<file path="src/rtl/contador_garrafas.sv">
// Bottle counter for the end-of-line sensor: synchronizes and debounces the raw
// sensor, counts rising edges into dozens and flags a jammed (stuck-high) sensor.
module contador_garrafas #(
    parameter logic [15:0] DEBOUNCE_CYCLES    = 16'd50000,
    parameter logic [3:0]  GARRAFAS_POR_DUZIA = 4'd12,
    parameter logic [26:0] TIMEOUT_CYCLES     = 27'd100000000
) (
    input  logic       clk,
    input  logic       reset,
    input  logic       sensor_final,
    input  logic       habilitar,
    input  logic       reset_manual,
    output logic       sensor_estavel,
    output logic [3:0] garrafas_valor,
    output logic       duzia_completa,
    output logic       erro_sensor
);

    logic        sync1_r;
    logic        sync2_r;
    logic [15:0] deb_cnt_r;
    logic        estavel_r;
    logic        hist_r;
    logic [3:0]  valor_r;
    logic        duzia_r;
    logic [26:0] jam_cnt_r;
    logic        erro_r;

    logic [15:0] deb_cnt_s;
    logic        estavel_s;
    logic        evento_s;
    logic [3:0]  valor_s;
    logic        duzia_s;
    logic [26:0] jam_cnt_s;
    logic        erro_s;

    // Debounce: the stable level flips only after the input has disagreed long enough
    always_comb begin
        deb_cnt_s = 16'd0;
        estavel_s = estavel_r;
        if (sync2_r != estavel_r) begin
            if (deb_cnt_r == (DEBOUNCE_CYCLES - 16'd1)) begin
                estavel_s = ~estavel_r;
                deb_cnt_s = 16'd0;
            end else begin
                deb_cnt_s = deb_cnt_r + 16'd1;
            end
        end else begin
            deb_cnt_s = 16'd0;
        end
    end

    // Bottle counting; the manual START clears the count and drops a coincident event
    always_comb begin
        evento_s = estavel_r & ~hist_r;
        valor_s  = valor_r;
        duzia_s  = 1'b0;
        if (reset_manual) begin
            valor_s = 4'd0;
        end else if (evento_s && habilitar) begin
            if (valor_r == (GARRAFAS_POR_DUZIA - 4'd1)) begin
                valor_s = 4'd0;
                duzia_s = 1'b1;
            end else begin
                valor_s = valor_r + 4'd1;
            end
        end else begin
            valor_s = valor_r;
        end
    end

    // Jam timer saturates at its limit; the error flag is sticky until START or reset
    always_comb begin
        jam_cnt_s = jam_cnt_r;
        erro_s    = erro_r;
        if (reset_manual) begin
            jam_cnt_s = 27'd0;
            erro_s    = 1'b0;
        end else if (estavel_r) begin
            if (jam_cnt_r == (TIMEOUT_CYCLES - 27'd1)) begin
                erro_s = 1'b1;
            end else begin
                jam_cnt_s = jam_cnt_r + 27'd1;
            end
        end else begin
            jam_cnt_s = 27'd0;
        end
    end

    // State registers with synchronous active-low reset
    always_ff @(posedge clk) begin
        if (!reset) begin
            sync1_r   <= 1'b0;
            sync2_r   <= 1'b0;
            deb_cnt_r <= 16'd0;
            estavel_r <= 1'b0;
            hist_r    <= 1'b0;
            valor_r   <= 4'd0;
            duzia_r   <= 1'b0;
            jam_cnt_r <= 27'd0;
            erro_r    <= 1'b0;
        end else begin
            sync1_r   <= sensor_final;
            sync2_r   <= sync1_r;
            deb_cnt_r <= deb_cnt_s;
            estavel_r <= estavel_s;
            hist_r    <= estavel_r;
            valor_r   <= valor_s;
            duzia_r   <= duzia_s;
            jam_cnt_r <= jam_cnt_s;
            erro_r    <= erro_s;
        end
    end

    assign sensor_estavel = estavel_r;
    assign garrafas_valor = valor_r;
    assign duzia_completa = duzia_r;
    assign erro_sensor    = erro_r;

endmodule

</file>
<file path="config.mk">
export PLATFORM = sky130hd
export DESIGN_NAME = contador_garrafas
export DESIGN_NICKNAME = d
export VERILOG_FILES = /design/src/rtl/contador_garrafas.sv
export SDC_FILE = /design/constraint.sdc
export NUM_CORES = 1
export LEC_CHECK = 0
export ABC_CLOCK_PERIOD_IN_PS = 3400
export CORE_MARGIN = 2
export CORE_UTILIZATION = 62
export CTS_CLUSTER_DIAMETER = 200
export CTS_CLUSTER_SIZE = 10
export DETAILED_ROUTE_END_ITERATION = 6
export GPL_TIMING_DRIVEN = 0
export MAX_ROUTING_LAYER = met4
export PLACE_DENSITY = 0.94
export RECOVER_POWER = 25
export SLEW_MARGIN = 5
export SYNTH_ARGS = -nofsm -noshare
export SYNTH_HDL_FRONTEND = slang
export SYNTH_SLANG_ARGS = --single-unit
export TNS_END_PERCENT = 5
</file>
<file path="constraint.sdc">
create_clock -name clk -period 3.4 [get_ports clk]
set_clock_uncertainty 0.15 [all_clocks]
set_input_delay 0.68 -clock clk [delete_from_list [all_inputs] [get_ports clk]]
set_output_delay 0.68 -clock clk [all_outputs]
set_load 0.02 [all_outputs]
</file>
Word-level counts from Yosys, hierarchy flattened
Index checks and enable logic that the tools add are counted.

cells by class
  $add $sub $neg = 3
  equal/unequal tests = 4
  multiplexer cells = 2
  bitwise operators = 6
  reduce and logical (&&, ||, !) cells = 7

operators with widths
  operator                                                         count
  27-bit by 1-bit adder with 27-bit output, second input constant  1
  27-bit equality test, second input constant                      1
  16-bit by 1-bit adder with 16-bit output, second input constant  1
  16-bit equality test, second input constant                      1
  3-bit OR reduction                                               3
  1-bit inverter                                                   5
  4-bit by 1-bit adder with 4-bit output, second input constant    1
  4-bit equality test, second input constant                       1
  4-bit 2-to-1 mux                                                 1
  2-bit AND reduction                                              2
  2-bit OR reduction                                               1
  1-bit AND                                                        1
  1-bit logical AND                                                1
  1-bit 2-to-1 mux                                                 1
  1-bit != test                                                    1

word-level totals
  register bits = 53
  bits of input ports = 5
  output and inout port bits = 7
  word-level logic and storage cells = 31

Longest topological paths before layout
Gate-level depths: netlist of the first run.

  depth after elaboration = 5
  mapped depth = 7
  depth with buffers taken out = 6

Worst setup path after synthesis of the first run
OpenSTA, ideal clock, no wires.

  path type = flip-flop to flip-flop
  start point = register jam_cnt_r[0]
  end point = register jam_cnt_r[1]
  setup time = 0.128 ns
  data arrival time = 1.440 ns
  data required time = 3.122 ns
  path slack = 1.683 ns
  cell stages (with the launch flop) = 7
  path buffers = 0
  period minus slack after synthesis = 1.717 ns
  cell sequence = dfxtp_1 > ha_1 > and3_1 > nand4_1 > nor2_2 > mux2i_1 > nor2_1

on the way
  word-level cells in the longest chain between the ends = 1
  elaborated cells on any way between the ends = 2
  those cells by class = add/sub: 1; eq/ne: 1

ends and longest elaborated chain
  item                                                                              RTL line  source
  from (decl)                                                                       26        logic [26:0] jam_cnt_r;
  from (signal assigned)                                                            110       jam_cnt_r <= jam_cnt_s;
  27-bit by 1-bit adder with 27-bit output or 27-bit equality test (tied branches)  83, 80

Parallel ways exist; a longest one is shown, timed or not.
A chain may end at the register's enable or synchronous reset.

Final worst setup path of the first run
  start point = register estavel_r, in the netlist sensor_estavel
  end point = output sensor_estavel

RTL lines
  item                    RTL line  source
  from (decl)             22        logic estavel_r;
  from (signal assigned)  106       estavel_r <= estavel_s;
  to (decl)               13        output logic sensor_estavel,

No word-level cell between the ends.

==> flow_metrics.tcl, run 1 <==
set metrics [dict create \
    synth-edff-count 0 \
    dp.cells 312 \
    rsz0062_at_grt "no" \
    post_drt_via_cell_ratio 5.478 \
    cts_post_setup_buffers_inserted 0 \
    cts_buffer_depth 2 \
    critical_path.slowest_cell "sky130_fd_sc_hd__clkdlybuf4s50_1" \
    total_leakage_power_uw 0.0009090 \
    vias_in_the_first_global_route 1650 \
    grt_pass1_wl_um 6893 \
    syn_inst 253 \
    initial_utilization_pct 63.78 \
    critical_path_arrival_ps 1440 \
    routed_wl_um 4094 \
    io_pins 12 \
    ir_worst_vdd_v 0.0002780 \
    crit_start "sensor_estavel" \
    maximum_number_of_pins_on_one_net_before_global_route_repair 16 \
    place_congestion 0.7914 \
    die_width_um 64.91 \
    post_cts_hold_buffer_count 0 \
    clock_transition_at_the_registers_of_the_reported_paths_ps 90 \
    global_route.usage.total_pct 21.88 \
    max-slew-margin-rel_pct 68.46 \
    synth.top_cells.by_area "sky130_fd_sc_hd__dfxtp_1, sky130_fd_sc_hd__xor2_1, sky130_fd_sc_hd__nor2_1, sky130_fd_sc_hd__nand3_1, sky130_fd_sc_hd__nand4_1" \
    mean_syn_cell_area_um2 9.090 \
    total_inserted_antenna_cells 0 \
    top_ff_cell_synth "sky130_fd_sc_hd__dfxtp_1" \
    power_frac_seq_pct 63.6 \
    total_internal_power_uw 773.0 \
    route.layer.met1.wl_um 1884 \
    post_cts.resized_instances 0 \
    worstReg2RegStart "jam_cnt_r[0]" \
    clk_sink_count 53 \
    cts_inserted_buffers 5 \
    numPortBuffers 11 \
    final_min_period_over_clock_period_pct 66.72 \
    switching_power_uw 205.2 \
    total_power_uw 978.2 \
    worst_setup_path_start_kind "register" \
    synth.ff_latch_count 53 \
    dr.max_layer_used "met4" \
    achievable-frequency_mhz 440.8 \
    detail_route.first_pass.iterations 4 \
    synth-warning-count 0 \
    clock_insertion_delay_worst_skew_ps 310 \
    finalCriticalPeriod_ps 2269 \
    drt-initial-drc-count 140 \
    critPathMaxStageDelay_ps 660 \
    worst_hold_startpoint "sync1_r" \
    cells_along_the_critical_path "clkdlybuf4s50_1" \
    antenna_violating_nets_post_route 0 \
    fillCellCount 272 \
    die-height_um 64.91 \
    family_of_cells_with_the_greatest_summed_delay_on_the_critical_path "buffers and inverters" \
    grt_antenna_before_repair 0 \
    detailed_place_hpwl_um 2891 \
    finalHoldViolCount 0 \
    fp.dieArea_um2 4213 \
    timing.critical_path.to_type "output pin" \
    cp_num_buf_inv 1 \
    post_synthesis_async_set_or_reset_flop_share_pct 0 \
    tightest_slew_ps 473.0 \
    run_status "completed" \
    fin_setup_tns_ps 0 \
    crit_path_max_fanout 8 \
    design.core.area_um2 3606 \
    clock_tree.root_cell "sky130_fd_sc_hd__clkbuf_8" \
    wl_per_cell_um 12.79 \
    finish.net_count 279 \
    detailroute.wirelength.met2_um 1983 \
    grt-ovfl-total 0 \
    drt_drc_violations_left 0 \
    synthDistinctLibCells 36 \
    maxSlewViolCount 0 \
    synthTopCellsByCount "sky130_fd_sc_hd__dfxtp_1, sky130_fd_sc_hd__nor2_1, sky130_fd_sc_hd__xor2_1" \
    power.share.clock_pct 35.3 \
    postLayoutCoreUtil_pct 70.82 \
    max-cap-violations 0 \
    post-synth-top-area-fraction_pct 46.14 \
    cell_area_after_technology_mapping_um2 2300 \
    synthToLayoutAreaGrowth_pct 11.04 \
    synth_area_leader_cell "sky130_fd_sc_hd__dfxtp_1" \
    power_density_nw_per_um2 383.0 \
    synth_nets 261 \
    wl_met3_um 150 \
    drive_above_1_share_pct 5.515 \
    cts_tree "built" \
    worst-setup-path-type "register to output pin" \
    yosys.cell_count.top_type "sky130_fd_sc_hd__dfxtp_1" \
    final-instance-count-excl-fill 320 \
    number_of_h_tree_levels 2 \
    worst-endpoint-required_ps 2570 \
    ys_seq_area_share_pct 46.14 \
    hold_ws_ps 291.1 \
    netSwitchingFraction_pct 20.97 \
    placement_rows 22 \
    pwr-share-comb_pct 1.1 \
    worst_hold_path_type "register to register" \
    via_count 1753 \
    final_setup_violation_count 0 \
]
## cell families (layout without fill, tap and decap cells)
| logic type | after synthesis | count (layout) | share of synthesized area, % |
|---|---|---|---|
| AOI/OAI and AO/OA | 15 | 15 | 3.373 |
| xor gates and xnor gates | 38 | 38 | 14.47 |
| adders and majority gates | 3 | 3 | 1.632 |
| buffers and inverters | 7 | 26 | 1.197 |
| DFF | 53 | 53 | 46.14 |
| muxes | 3 | 3 | 1.306 |
| and+or+nand+nor | 134 | 134 | 31.88 |
## per-layer routing
layer | GRT usage (%) | up-vias
met4 | 10.37 | 0
met3 | 6.771 | 8
met2 | 36.21 | 21
met5 | - | -
met1 | 24.00 | 812
li1 | - | 912
## sequential cells by signal (all words and copies together) (netlist names)
name / cells
garrafas_valor: 4
sync2_r: 1
sync1_r: 1
hist_r: 1
sensor_estavel: 1
jam_cnt_r: 27
duzia_completa: 1
erro_sensor: 1
deb_cnt_r: 16
## power by group through the flow
stage | sequential (µW) | clock (µW) | combinational [µW]
global placement | 637 | 0 | 10.8
detailed placement | 637 | 0 | 11.1
global route | 623 | 378 | 11.9
floorplan | 637 | 0 | 4.48
finish | 622 | 345 | 10.4
CTS | 622 | 352 | 11.1
## final timing paths
kind | slack [ps] | to | depth (start not counted)
worst max-delay path | 1130 | sensor_estavel | 1
worst min-delay path | 290 | sync2_r | 1
worst max register to register | 1360 | jam_cnt_r[1] | 6
worst min register to register | 290 | sync2_r | 1
## cells in the final DEF (no fill, tap or decap), types with 7 or more instances in the layout
cell type,instances
sky130_fd_sc_hd__and3_1,10
sky130_fd_sc_hd__xor2_1,31
sky130_fd_sc_hd__nand3_1,14
sky130_fd_sc_hd__and4_1,7
sky130_fd_sc_hd__nand4_1,11
sky130_fd_sc_hd__nor2_1,49
sky130_fd_sc_hd__nand2_1,13
sky130_fd_sc_hd__xnor2_1,7
sky130_fd_sc_hd__dfxtp_1,53
sky130_fd_sc_hd__o21ai_0,9
sky130_fd_sc_hd__clkdlybuf4s50_1,9
sky130_fd_sc_hd__clkbuf_1,7
## per-stage QoR
stage               cell area [µm²]  setup WS [ps]
floorplan                      2300           1683
global placement               2470           1007
detailed placement             2470          958.3
CTS                            2554           1136
global route                   2554           1071
finish                         2554           1131
## area by class of cell
type | count | area (µm²) | area share (%)
tap | 48 | 60.06 | 2.352
clock inverter | 1 | 7.507 | 0.2940
sequential | 53 | 1061 | 41.55
multi-input combinational | 193 | 1211 | 47.43
timing repair buffer | 11 | 110.1 | 4.312
clock buffer | 7 | 76.32 | 2.989
inverter | 1 | 3.754 | 0.1470
buffer | 6 | 23.77 | 0.9309
Note: power is estimated with default switching activity, not from simulation.
==> inputs of run 2 (changes only) <==
--- a/config.mk
+++ b/config.mk
@@ -5,15 +5,15 @@
 export SDC_FILE = /design/constraint.sdc
 export NUM_CORES = 1
 export LEC_CHECK = 0
-export ABC_CLOCK_PERIOD_IN_PS = 3400
+export ABC_CLOCK_PERIOD_IN_PS = 2150
 export CORE_MARGIN = 2
-export CORE_UTILIZATION = 62
+export CORE_UTILIZATION = 58
 export CTS_CLUSTER_DIAMETER = 200
 export CTS_CLUSTER_SIZE = 10
 export DETAILED_ROUTE_END_ITERATION = 6
 export GPL_TIMING_DRIVEN = 0
 export MAX_ROUTING_LAYER = met4
-export PLACE_DENSITY = 0.94
+export PLACE_DENSITY = 0.89
 export RECOVER_POWER = 25
 export SLEW_MARGIN = 5
 export SYNTH_ARGS = -nofsm -noshare
==> constraint.sdc (replaced) <==
create_clock -name clk -period 2.15 [get_ports clk]
set_clock_uncertainty 0.15 [all_clocks]
set_input_delay 0.43 -clock clk [delete_from_list [all_inputs] [get_ports clk]]
set_output_delay 0.43 -clock clk [all_outputs]
set_load 0.02 [all_outputs]
==> flow_metrics.tcl, run 2 (same netlist as run 1, synthesis figures left out) <==
set metrics [dict create \
    critical_path_arrival_ps 1460 \
    die-height_um 66.97 \
    placement_rows 22 \
    holdPathStages 1 \
    synthToLayoutAreaGrowth_pct 12.51 \
    postLayoutCoreUtil_pct 69.12 \
    fin_setup_tns_ps 0 \
    grt-ovfl-total 0 \
    via_count 1745 \
    global_route.usage.total_pct 20.85 \
    worst_setup_path_start_kind "register" \
    family_of_cells_with_the_greatest_summed_delay_on_the_critical_path "buffers and inverters" \
    design.core.area_um2 3744 \
    mostFrequentLayoutCells "sky130_fd_sc_hd__dfxtp_1, sky130_fd_sc_hd__nor2_1, sky130_fd_sc_hd__xor2_1" \
    achievable-frequency_mhz 491.1 \
    numPortBuffers 11 \
    initial_utilization_pct 61.43 \
    maxSlewViolCount 0 \
    max-slew-margin-rel_pct 69.43 \
    netSwitchingFraction_pct 19.55 \
    total_internal_power_uw 1341 \
    routed_wl_um 4062 \
    power_density_nw_per_um2 644.4 \
    pwr-share-comb_pct 1.0 \
    dr.max_layer_used "met4" \
    vias_in_the_first_global_route 1672 \
    clock_tree.root_cell "sky130_fd_sc_hd__clkbuf_8" \
    wl_met3_um 95 \
    finish.net_count 279 \
    worst-endpoint-required_ps 1570 \
    worst-setup-path-type "register to output pin" \
    detailroute.wirelength.met2_um 1998 \
    finalHoldViolCount 0 \
    cells_along_the_critical_path "clkdlybuf4s50_1" \
    final_setup_violation_count 0 \
    wl_per_cell_um 12.69 \
    grt_pass1_wl_um 6913 \
    drive_above_1_share_pct 6.250 \
    cts_inserted_buffers 5 \
    timing.critical_path.to_type "output pin" \
    total_inserted_antenna_cells 0 \
    max-cap-violations 0 \
    critPathMaxStageDelay_ps 670 \
    io_pins 12 \
    cts_tree "built" \
    detailed_place_hpwl_um 2938 \
    power_frac_seq_pct 59.0 \
    power.share.clock_pct 39.9 \
    die_width_um 66.97 \
    clock_transition_at_the_registers_of_the_reported_paths_ps 90 \
    detail_route.first_pass.iterations 5 \
    multi_input_comb_area_um2 1216 \
    worst-r2r-cell-count 6 \
    drt_drc_violations_left 0 \
    timing.critical_path.depth 1 \
    maximum_number_of_pins_on_one_net_before_global_route_repair 17 \
    rsz0062_at_grt "no" \
    fillCellCount 309 \
    switching_power_uw 326.0 \
    total_leakage_power_uw 0.0009297 \
    number_of_h_tree_levels 2 \
    finalCriticalPeriod_ps 2036 \
    sequential_cell_area_um2 1061 \
    route.layer.met1.wl_um 1912 \
    tightest_slew_ps 458.5 \
    place_congestion 0.7972 \
    final_min_period_over_clock_period_pct 94.71 \
    crit_path_max_fanout 8 \
    most_common_library_cell_in_the_layout_ignoring_fill_and_taps "sky130_fd_sc_hd__dfxtp_1" \
    critical_path.slowest_cell "sky130_fd_sc_hd__clkdlybuf4s50_1" \
    grt_antenna_before_repair 0 \
    clk_sink_count 53 \
    post_cts_hold_buffer_count 0 \
    fp.dieArea_um2 4485 \
    post_drt_via_cell_ratio 5.453 \
    cts_post_setup_buffers_inserted 0 \
    drt-initial-drc-count 94 \
    largest_register_ff_count 27 \
    cts_buffer_depth 2 \
    clock_insertion_delay_worst_skew_ps 310 \
    cp_num_buf_inv 1 \
    antenna_violating_nets_post_route 0 \
    largest-register "jam_cnt_r" \
    ir_worst_vdd_v 0.0004910 \
    post_cts.resized_instances 0 \
    run_status "completed" \
    worst_hold_path_type "register to register" \
]
==> run 2: power by group through the flow <==
| stage | combinational (µW) | clock [µW] | sequential (µW) |
|---|---|---|---|
| 2_1_floorplan | 7.09 | 0 | 1010 |
| 3_3_place_gp | 17.1 | 0 | 1010 |
| 3_5_place_dp | 17.7 | 0 | 1010 |
| 4_1_cts | 17.8 | 680 | 984 |
| 5_1_grt | 19.2 | 721 | 985 |
| 6_report | 17.0 | 666 | 984 |
==> run 2: final timing paths <==
| kind | startpoint | end | slack (ps) |
|---|---|---|---|
| setup / recovery | sensor_estavel | sensor_estavel | 110 |
| hold / removal | sync1_r | sync2_r | 290 |
| setup reg to reg | jam_cnt_r[0] | jam_cnt_r[1] | 180 |
| hold reg to reg | sync1_r | sync2_r | 290 |
==> run 2: layer usage <==
layer  GRT usage (%)  up-vias
li1                -      906
met1           23.16      816
met2           36.00       16
met3           3.716        7
met4           10.20        0
met5               -        -
==> run 2: through the flow <==
step           setup WS, ps  total power, µW  area, µm²  cells  hold slack, ps
3_5_place_dp          6.605             1025       2470    312           273.2
5_1_grt               36.82             1725       2587    320           312.3
2_1_floorplan         432.9             1014       2300    253           261.8
4_1_cts               97.02             1683       2581    320           296.2
3_3_place_gp          11.28             1024       2470    312           266.6
6_report              113.8             1667       2587    320           292.5
==> run 2: final cells by class <==
type / count / share of cell area, %
multi-input cells: 193 / 47.00
flip-flops and latches: 53 / 41.01
repair buffers: 11 / 4.255
clock buffers: 6 / 2.805
well taps: 48 / 2.321
clock inverters: 2 / 1.499
plain buffers: 6 / 0.9671
inverters: 1 / 0.1451
